[src/rtl/interrupt_controller.sv]
// rtl/interrupt_controller.sv - CP0 interrupt front end: sync, pending, mask, take/service handshake (optional INTC_EDGE_DETECT_EN)
module interrupt_controller #(
    parameter logic [31:0] VECTOR_BASE = 32'h0000_0004
) (
    input  logic        clk,
    input  logic        rst,
    input  logic [3:0]  irq_i,
    input  logic        ie_i,
    input  logic [3:0]  im_i,
    input  logic        int_ack,
    input  logic        eret,
    output logic        int_req,
    output logic        EPCWrite,
    output logic        CauseWrite,
    output logic [1:0]  IntCause,
    output logic [31:0] vector_o,
    output logic        in_service
);

    typedef enum logic [1:0] {
        IDLE    = 2'd0,
        TAKE    = 2'd1,
        SERVICE = 2'd2
    } state_t;

    state_t      state;
    state_t      state_next;
    logic [3:0]  s1;
    logic [3:0]  s2;
    logic [3:0]  pending;
    logic [3:0]  masked;
    logic [1:0]  cause;
    logic [1:0]  cause_sel;
    logic        accept;

    // Bit 0 (timer) has the highest priority.
    function automatic logic [1:0] lowest_set(input logic [3:0] v);
        logic [1:0] idx;
        idx = 2'd0;
        for (int i = 3; i >= 0; i--) begin
            if (v[i]) idx = 2'(i);
        end
        return idx;
    endfunction

    // Two-flop synchroniser for the asynchronous peripheral lines.
    always_ff @(posedge clk or posedge rst) begin
        if (rst) begin
            s1 <= 4'b0;
            s2 <= 4'b0;
        end else begin
            s1 <= irq_i;
            s2 <= s1;
        end
    end

`ifdef INTC_EDGE_DETECT_EN
    logic [3:0] s3;
    logic [3:0] pend_set;
    logic [3:0] pend_clr;

    assign pend_set = s2 & ~s3;
    assign pend_clr = (state == TAKE) ? (4'b0001 << cause) : 4'b0000;

    // Rising-edge latch; a set in the same cycle as the TAKE clear wins.
    always_ff @(posedge clk or posedge rst) begin
        if (rst) begin
            s3      <= 4'b0;
            pending <= 4'b0;
        end else begin
            s3      <= s2;
            pending <= (pending & ~pend_clr) | pend_set;
        end
    end
`else
    // Level mode: the peripheral holds its line until software clears it.
    assign pending = s2;
`endif

    assign masked    = pending & im_i;
    assign cause_sel = lowest_set(masked);
    assign accept    = (state == IDLE) && int_ack && ie_i && (|masked);

    // Cause is captured at acceptance and drives the vector until the next take.
    always_ff @(posedge clk or posedge rst) begin
        if (rst) begin
            cause <= 2'd0;
        end else if (accept) begin
            cause <= cause_sel;
        end
    end

    // State register.
    always_ff @(posedge clk or posedge rst) begin
        if (rst) begin
            state <= IDLE;
        end else begin
            state <= state_next;
        end
    end

    // Next-state: ack only counts in IDLE with a live request, eret only in SERVICE.
    always_comb begin
        state_next = state;
        case (state)
            IDLE:    if (accept) state_next = TAKE;
            TAKE:    state_next = SERVICE;
            SERVICE: if (eret) state_next = IDLE;
            default: state_next = IDLE;
        endcase
    end

    // Outputs: request is live from mask/enable; strobes last exactly the TAKE cycle.
    always_comb begin
        int_req    = 1'b0;
        EPCWrite   = 1'b0;
        CauseWrite = 1'b0;
        IntCause   = 2'd0;
        in_service = 1'b0;
        case (state)
            IDLE: begin
                int_req = ie_i & (|masked);
            end
            TAKE: begin
                EPCWrite   = 1'b1;
                CauseWrite = 1'b1;
                IntCause   = cause;
            end
            SERVICE: begin
                in_service = 1'b1;
            end
            default: begin
                int_req = 1'b0;
            end
        endcase
    end

    assign vector_o = VECTOR_BASE + {27'd0, cause, 3'b000};

endmodule

[config.mk]
export PLATFORM = sky130hd
export DESIGN_NAME = interrupt_controller
export DESIGN_NICKNAME = d
export VERILOG_FILES = /design/src/rtl/interrupt_controller.sv
export SDC_FILE = /design/constraint.sdc
export NUM_CORES = 1
export LEC_CHECK = 0
export CORE_ASPECT_RATIO = 1.2
export CORE_MARGIN = 2
export CORE_UTILIZATION = 35
export CTS_CLUSTER_DIAMETER = 80
export DETAILED_ROUTE_END_ITERATION = 10
export PLACE_DENSITY = 0.91
export SYNTH_ARGS = -nofsm -noshare
export SYNTH_HDL_FRONTEND = slang
export SYNTH_SLANG_ARGS = --single-unit
[constraint.sdc]
create_clock -name clk -period 3.75 [get_ports clk]
set_clock_uncertainty 0.05 [all_clocks]
set_input_delay 0.5625 -clock clk [delete_from_list [all_inputs] [get_ports clk]]
set_output_delay 0.5625 -clock clk [all_outputs]
set_load 0.01 [all_outputs]
=== Word-level counts from Yosys, hierarchy flattened ===
Cells that the tools add are included.

* Bitwise gates (word level): 2
* Equal/unequal tests: 4
* Mux-type cells: 11
* Reduce and logical (&&, ||, !) cells: 6
* Add/sub/neg operators: 1

{| class="wikitable"
|+ Operators with widths
! cell !! count
|-
| $mux W2 || 7
|-
| $add A3 B5 Y6 const A || 1
|-
| $pmux W2 S3 || 1
|-
| $and A4 B4 Y4 || 1
|-
| $ne A2 B2 Y1 const B || 2
|-
| $reduce_or A4 Y1 || 1
|-
| $logic_and A1 B1 Y1 || 3
|-
| $mux W1 || 3
|-
| $eq A2 B1 Y1 const B || 1
|-
| $eq A2 B2 Y1 const B || 1
|-
| $logic_not A2 Y1 || 1
|-
| $reduce_and A2 Y1 || 1
|-
| $and A1 B1 Y1 || 1
|}

* Input bits: 13
* Output and inout bits: 38
* Flip-flop bits (word level): 12

=== Depth between registers and ports, before layout ===
Gate-level depths: netlist (run 1).

* Depth after elaboration: 6
* Depth in mapped cells: 4
* Gate-level depth less buffers: 4

=== Least setup slack after synthesis (run 1) ===
No wires, ideal clock.

* Path kind: in2out
* From: in im_i[3]
* To: out int_req
* Stages: 3
* Setup slack: 2.160 ns
* Arrival: 0.978 ns
* Data required time: 3.137 ns
* Path buffers: 0
* Cells stage by stage: a22o_1 nor2_2 nor2_1

* Word-level cells in the longest chain between the ends: 4

{| class="wikitable"
|+ RTL lines
! what !! line !! RTL
|-
| start, declared || 9 || <nowiki>input logic [3:0] im_i,</nowiki>
|-
| $and A4 B4 Y4 || 80 || <nowiki>assign masked = pending & im_i;</nowiki>
|-
| $reduce_or A4 Y1 || 122 || <nowiki>int_req = ie_i & (|masked);</nowiki>
|-
| $and A1 B1 Y1 || 122 ||
|-
| $mux W1 || 120 || <nowiki>case (state)</nowiki>
|-
| end, declared || 12 || <nowiki>output logic int_req,</nowiki>
|}

Every way passes these cells.

=== Final worst setup path (run 1) ===
Ends and elaborated chain as after synthesis.

==> summary.md, run 1 <==
| Metric | Value |
|---|---|
| Critical Path Sink Type | `output pin` |
| Final std cells w/o fill | `105` |
| Final antenna-violating net count | `0` |
| Final Setup Violations | `0` |
| LEAKAGE | `0.4084 nW` |
| Cell Area, Synth | `678.2 um2` |
| R2r worst-path depth | `4` |
| RSZ-0062 raised after global routing | `false` |
| Num rows | `17` |
| Die area | `0.002307 mm2` |
| Worst-path maximum fanout | `2` |
| TNS Setup | `0 ps` |
| Layout area overhead | `17.53%` |
| PwrDens | `383.9 mW/mm2` |
| Vias/cell | `3.819` |
| Reg2Reg Setup Slack | `2350 ps` |
| Area of the core | `0.001829 mm2` |
| Clk pin slew, worst setup/hold paths | `70 ps` |
| Overall routing resource usage | `10.02%` |
| Worst skew pair latency | `260 ps` |
| Tightest Hold Check Type | `reg2reg` |
| Max Slew Vio Count | `0` |
| CTS tree | `built` |
| Detailed Routing Iterations Pass 1 | `1` |
| Share of layout cells above drive strength 1 | `9.302%` |
| CTS buffer count | `3` |
| IR drop worst, VDD | `0.1647 mV` |
| CTS max path bufs | `2` |
| Seq/Total Area, Yosys | `44.28%` |
| Startpoint type of the worst setup path | `input port` |
| Crit Reg-Reg Startpoint | `state[1]$_DFFE_PP0P_` |
| Reg-to-reg endpoint | `cause[0]$_DFFE_PP0P_` |
| # DRC | `0` |
| Fin area | `797.0 um2` |
| Port bufs | `20` |
| Io pins | `51` |
| GP Congestion | `0.6326` |
| DRT iter0 DRCs | `0` |
| Die H | `52.22 um` |
| WL final | `just under 1000 um` |
| CTS-repair resized insts | `0` |
| Clk root buf | `clkbuf_4` |
| Status | `completed` |
| Die width | `44.18 um` |
| Fin. Hold Viols | `0` |
| Worst Hold Endpoint | `pending[3]$_DFF_PP0_` |
| CP Class | `in2out` |
| Mapped Avg Cell Area | `between 10 and 15 um2` |
| ANT cells | `0` |
| WP data arrival | `1890 ps` |
| Syn Inst Count | `66` |
| Worst Hold Launch | `s1[3]$_DFF_PP0_` |
| Vias in the first global route | `363` |
| Post-layout nets | `101` |
| Maximum operating frequency | `399.3 MHz` |
| # clock sinks | `12` |
| # fillers | `188` |
| Cell Area, Placed | `~770 um2` |
| Synthesis-stage register bit count | `12` |
| Postcts setup bufs | `0` |
| First-pass GRT wire length | `1545 um` |
| Synth warn | `0` |
| Critical path required time | `3140 ps` |
| Min cycle time layout | `around 2500 ps` |
| Max Cap Viol | `0` |
| Wirelength per Cell | `9.438 um` |
| PnR Total Power | `0.3060 mW` |
| Distinct cells, synth | `16` |
| Initial core utilization | `37.07%` |
| CTS H-tree depth | `1` |
| Via count | `401` |
| Hpwl dp | `835.9 um` |
| Largest net degree at the start of global routing | `13` |
| Placed Cells | `102` |
| Initial antenna violation count | `0` |
| Cts hold-fix bufs | `0` |
| Remaining global-route overflow | `0` |
| WHS Path Cells | `0` |
| Final Cycle Share | `between 60 and 70%` |
==> cells in the mapped netlist <==
master / count / area [um2]
nand2_1: 2 / 7.510
a21o_1: 1 / 7.510
mux2_4: 1 / 15.01
conb_1: 2 / 7.510
and2b_2: 2 / 17.52
a21oi_1: 3 / 15.01
nor2_2: 1 / 6.260
a32oi_1: 1 / 8.760
nor2b_2: 1 / 8.760
buf_4: 31 / 232.7
a22o_1: 2 / 17.52
dfrtp_1: 12 / 300.3
inv_1: 2 / 7.510
and2_1: 2 / 12.51
and3_1: 1 / 6.260
nor2_1: 2 / 7.510
==> registers in the layout (all words and copies together), names as in the netlist <==
name and flops:
pending 4, state 2, cause 2, s1 4
==> layout by cell type, fill, tap and decap left out <==
cell type and n:
conb_1 30, clkdlybuf4s50_1 20, dfrtp_1 12, a21oi_1 3, clkbuf_4 3, nor2_1 2, a22o_1 2, and2b_2 2
and2_1 2, nand2_1 2, inv_1 2, and3_1 1, nor2_2 1, nor2b_2 1, a32oi_1 1, mux2_4 1
a21o_1 1
==> cell families (layout without fill, tap and decap cells) <==
| logic type | after synthesis | in the layout | share of synthesized area (%) |
|---|---|---|---|
| buf+inv | 33 | 25 | 35.42 |
| flops | 12 | 12 | 44.28 |
| simple gates | 11 | 11 | 9.781 |
| compound gates | 7 | 7 | 7.196 |
| other cells | 2 | 30 | 1.107 |
| mux | 1 | 1 | 2.213 |
==> worst max-delay path by stage <==
stage          slack (ps)     from      end  depth (start not counted)
5_1_grt              1150  im_i[3]  int_req                          5
2_1_floorplan        2160  im_i[3]  int_req                          3
6_report             1250  im_i[3]  int_req                          5
3_3_place_gp         1250  im_i[3]  int_req                          5
4_1_cts              1240  im_i[2]  int_req                          5
3_5_place_dp         1240  im_i[2]  int_req                          5
==> stage by stage <==
step                worst slack [ps]  hold WS [ps]  util (%)
finish                          1245         299.9     43.57
global route                    1151         317.6     43.57
global placement                1245         281.5     42.34
detailed placement              1237         287.0     42.34
floorplan                       2160         281.2         -
CTS                             1236         302.8     43.57
==> where the power goes <==
group / internal (mW) / leakage (nW) / total [mW] / switching (mW)
Sequential: 0.142 / 0.145 / 0.151 / 0.00820
Combinational: 0.0440 / 0.250 / 0.0818 / 0.0378
Clock: 0.0370 / 0.0138 / 0.0736 / 0.0365
==> worst max-delay path: stages <==
cell and delay (ps):
clkdlybuf4s50_1 490, a22o_1 180, nor2_2 60, nor2_1 80, clkdlybuf4s50_1 530
==> routing by layer <==
layer	vias to the layer above	part of all wire, %	track usage [%]
met4	0	0.71	9.091
met2	37	49	14.95
met5	-	0	0
met1	175	36	10.53
met3	2	15	4.138
li1	187	-	-
==> layout make-up <==
class                           instances  area [um2]  share of cell area, %
Inverter                                2       7.507                 0.9419
Multi-Input combinational cell         49       242.7                  30.46
Timing Repair Buffer                   20       200.2                  25.12
Clock buffer                            3       22.52                  2.826
Tap cell                               19       23.77                  2.983
Sequential cell                        12       300.3                  37.68
Note: power is estimated with default switching activity, not from simulation.
==> run 2: changes to the inputs <==
CORE_UTILIZATION = 30   (was 35)
PLACE_DENSITY = 0.83   (was 0.91)
clock period = 2.19 ns   (was 3.75 ns; I/O delays follow)
==> run 2 against run 1 <==
Effect of this change:
- global-route usage decreased by 1.2 points
- sequential power increased by 70%
- non-clock buffer count unchanged
- sequential cell count unchanged
- hold slack got worse by 1.5 ps
- critical path depth unchanged
- critical path type unchanged
- largest power group unchanged
==> summary.md, run 2 (synthesized netlist as in run 1, its figures left out) <==
| Metric | Value |
|---|---|
| Area of the core | `0.002095 mm2 (+15%)` |
| CTS-repair resized insts | `0 (unchanged)` |
| Final WS setup | `123.3 ps (-1122 ps)` |
| Maximum operating frequency | `483.9 MHz` |
| Critical path required time | `1810 ps (-1330 ps)` |
| Max Cap Viol | `0 (unchanged)` |
| Vias/cell | `3.569 (-6.5%)` |
| CTS buffer count | `3 (unchanged)` |
| Initial core utilization | `32.38% (-4.7 points)` |
| Final core utilization | `38.71% (-4.9 points)` |
| FF/Latch Area | `300.3 um2 (unchanged)` |
| GP Congestion | `0.6391 (+1.0%)` |
| Post-layout nets | `101 (unchanged)` |
| Hold WS | `298.5 ps (-1.468 ps)` |
| WHS Path Cells | `0 (unchanged)` |
| Num rows | `18 (+1)` |
| Startpoint type of the worst setup path | `input port` |
| PwrDens | `645.4 mW/mm2 (+68%)` |
| Detailed Routing Iterations Pass 1 | `2 (+1)` |
| Die area | `0.002658 mm2 (+15%)` |
| DRT iter0 DRCs | `6 (+6)` |
| Hpwl dp | `864.7 um (+3.4%)` |
| Postcts setup bufs | `0 (unchanged)` |
| Io pins | `51 (unchanged)` |
| Remaining global-route overflow | `0 (unchanged)` |
| LEAKAGE | `0.4084 nW (unchanged)` |
| Wirelength per Cell | `8.560 um (-9.3%)` |
| Critical Path Sink Type | `output pin` |
| R2r worst-path depth | `4 (unchanged)` |
| Clk root buf | `clkbuf_4` |
| TNS Setup | `0 ps (unchanged)` |
| Worst skew pair latency | `260 ps (about the same)` |
| CTS tree | `built` |
| Top cell by count, worst path | `clkdlybuf4s50_1` |
| Worst-path maximum fanout | `2 (unchanged)` |
| Clk pin slew, worst setup/hold paths | `60 ps (about the same)` |
| RSZ-0062 raised after global routing | `false` |
| Crit-path cells | `clkdlybuf4s50_1, a22o_1, nor2_2, nor2_1, clkdlybuf4s50_1` |
| WL final | `993 um (+0.20%)` |
| # DRC | `0 (unchanged)` |
| Final Cycle Share | `94.37%` |
| WP data arrival | `1690 ps (-200 ps)` |
| Port bufs | `20 (unchanged)` |
| Most frequent cells in the layout | `conb_1 (30), clkdlybuf4s50_1 (20), dfrtp_1 (12), a21oi_1 (3), clkbuf_4 (3)` |
| Area occupied by multi-input gates | `242.7 um2 (unchanged)` |
| ANT cells | `0 (unchanged)` |
| Share of layout cells above drive strength 1 | `9.302% (unchanged)` |
| IR drop worst, VDD | `0.3091 mV (+88%)` |
| CTS H-tree depth | `1 (unchanged)` |
| Min cycle time layout | `2067 ps` |
| Layout area overhead | `19.56%` |
| Via count | `414 (+3.2%)` |
| Place WS | `122.7 ps (-1114 ps)` |
| CTS max path bufs | `2 (unchanged)` |
| Most common cell after layout, fill and taps aside | `conb_1` |
| Overall routing resource usage | `8.865% (-1.2 points)` |
| Worst path max stage delay | `540 ps (about the same)` |
| Tightest Hold Check Type | `reg2reg` |
| First-pass GRT wire length | `1649 um (+6.7%)` |
| Initial antenna violation count | `0 (unchanged)` |
| PnR Total Power | `0.5233 mW (+71%)` |
| Die width | `47.40 um (+7.3%)` |
| Fin. Hold Viols | `0 (unchanged)` |
| CP Class | `in2out` |
| Die H | `56.08 um (+7.4%)` |
| # fillers | `220 (+17%)` |
| Max Slew Vio Count | `0 (unchanged)` |
| Cts hold-fix bufs | `0 (unchanged)` |
| Final Setup Violations | `0 (unchanged)` |
| Final antenna-violating net count | `0 (unchanged)` |
| Vias in the first global route | `404 (+11%)` |
| Largest net degree at the start of global routing | `13 (unchanged)` |
| # clock sinks | `12 (unchanged)` |
| Status | `completed` |
| Slowest cell on crit path | `clkdlybuf4s50_1` |
| Regs by FF count | `pending: 4 flops, s1: 4 flops` |
==> run 2: cell counts in the layout (fill, tap and decap cells not counted) <==
No cell type changed its count.
==> run 2: report_power, final <==
part	switching, mW	total [mW]	leakage, nW	internal (mW)
combinational	0.0659	0.141	0.250	0.0754
sequential	0.0129	0.257	0.145	0.244
clock	0.0620	0.125	0.0138	0.0634
==> run 2: stage by stage <==
stage / area (um2) / cells
CTS: 810.8 / 116
global route: 810.8 / 116
detailed placement: 788.3 / 113
floorplan: 783.3 / 94
global placement: 788.3 / 113
finish: 810.8 / 116
==> run 2: worst max-delay path, delay by kind of cell <==
family / cells / cell delay [ps]
compound gates: 1 / 180
buf+inv: 2 / 1040
simple gates: 2 / 130
==> run 2: routing by layer <==
layer | wire [um] | up-vias | GRT usage (%)
met2 | 480 | 39 | 14.29
met3 | 144 | 2 | 2.597
met4 | 6 | 0 | 5.952
met1 | 361 | 186 | 9.293
li1 | - | 187 | -
met5 | 0 | - | 0
==> run 2: cell type report <==
type	count	area share, %
Sequential cell	12	37.04
Tap cell	30	4.630
Multi-Input combinational cell	49	29.94
Clock buffer	3	2.778
Timing Repair Buffer	20	24.69
Inverter	2	0.9259
==> run 2: worst paths after layout <==
kind	start	endpoint	slack [ps]
worst max register to register	state[1]$_DFFE_PP0P_	cause[0]$_DFFE_PP0P_	800
min in group asynchronous	rst	s1[2]$_DFF_PP0_	320
worst max-delay path	im_i[1]	int_req	120
worst min-delay path	s1[0]$_DFF_PP0_	pending[0]$_DFF_PP0_	300
max in group asynchronous	rst	state[1]$_DFFE_PP0P_	1480
worst min register to register	s1[0]$_DFF_PP0_	pending[0]$_DFF_PP0_	300
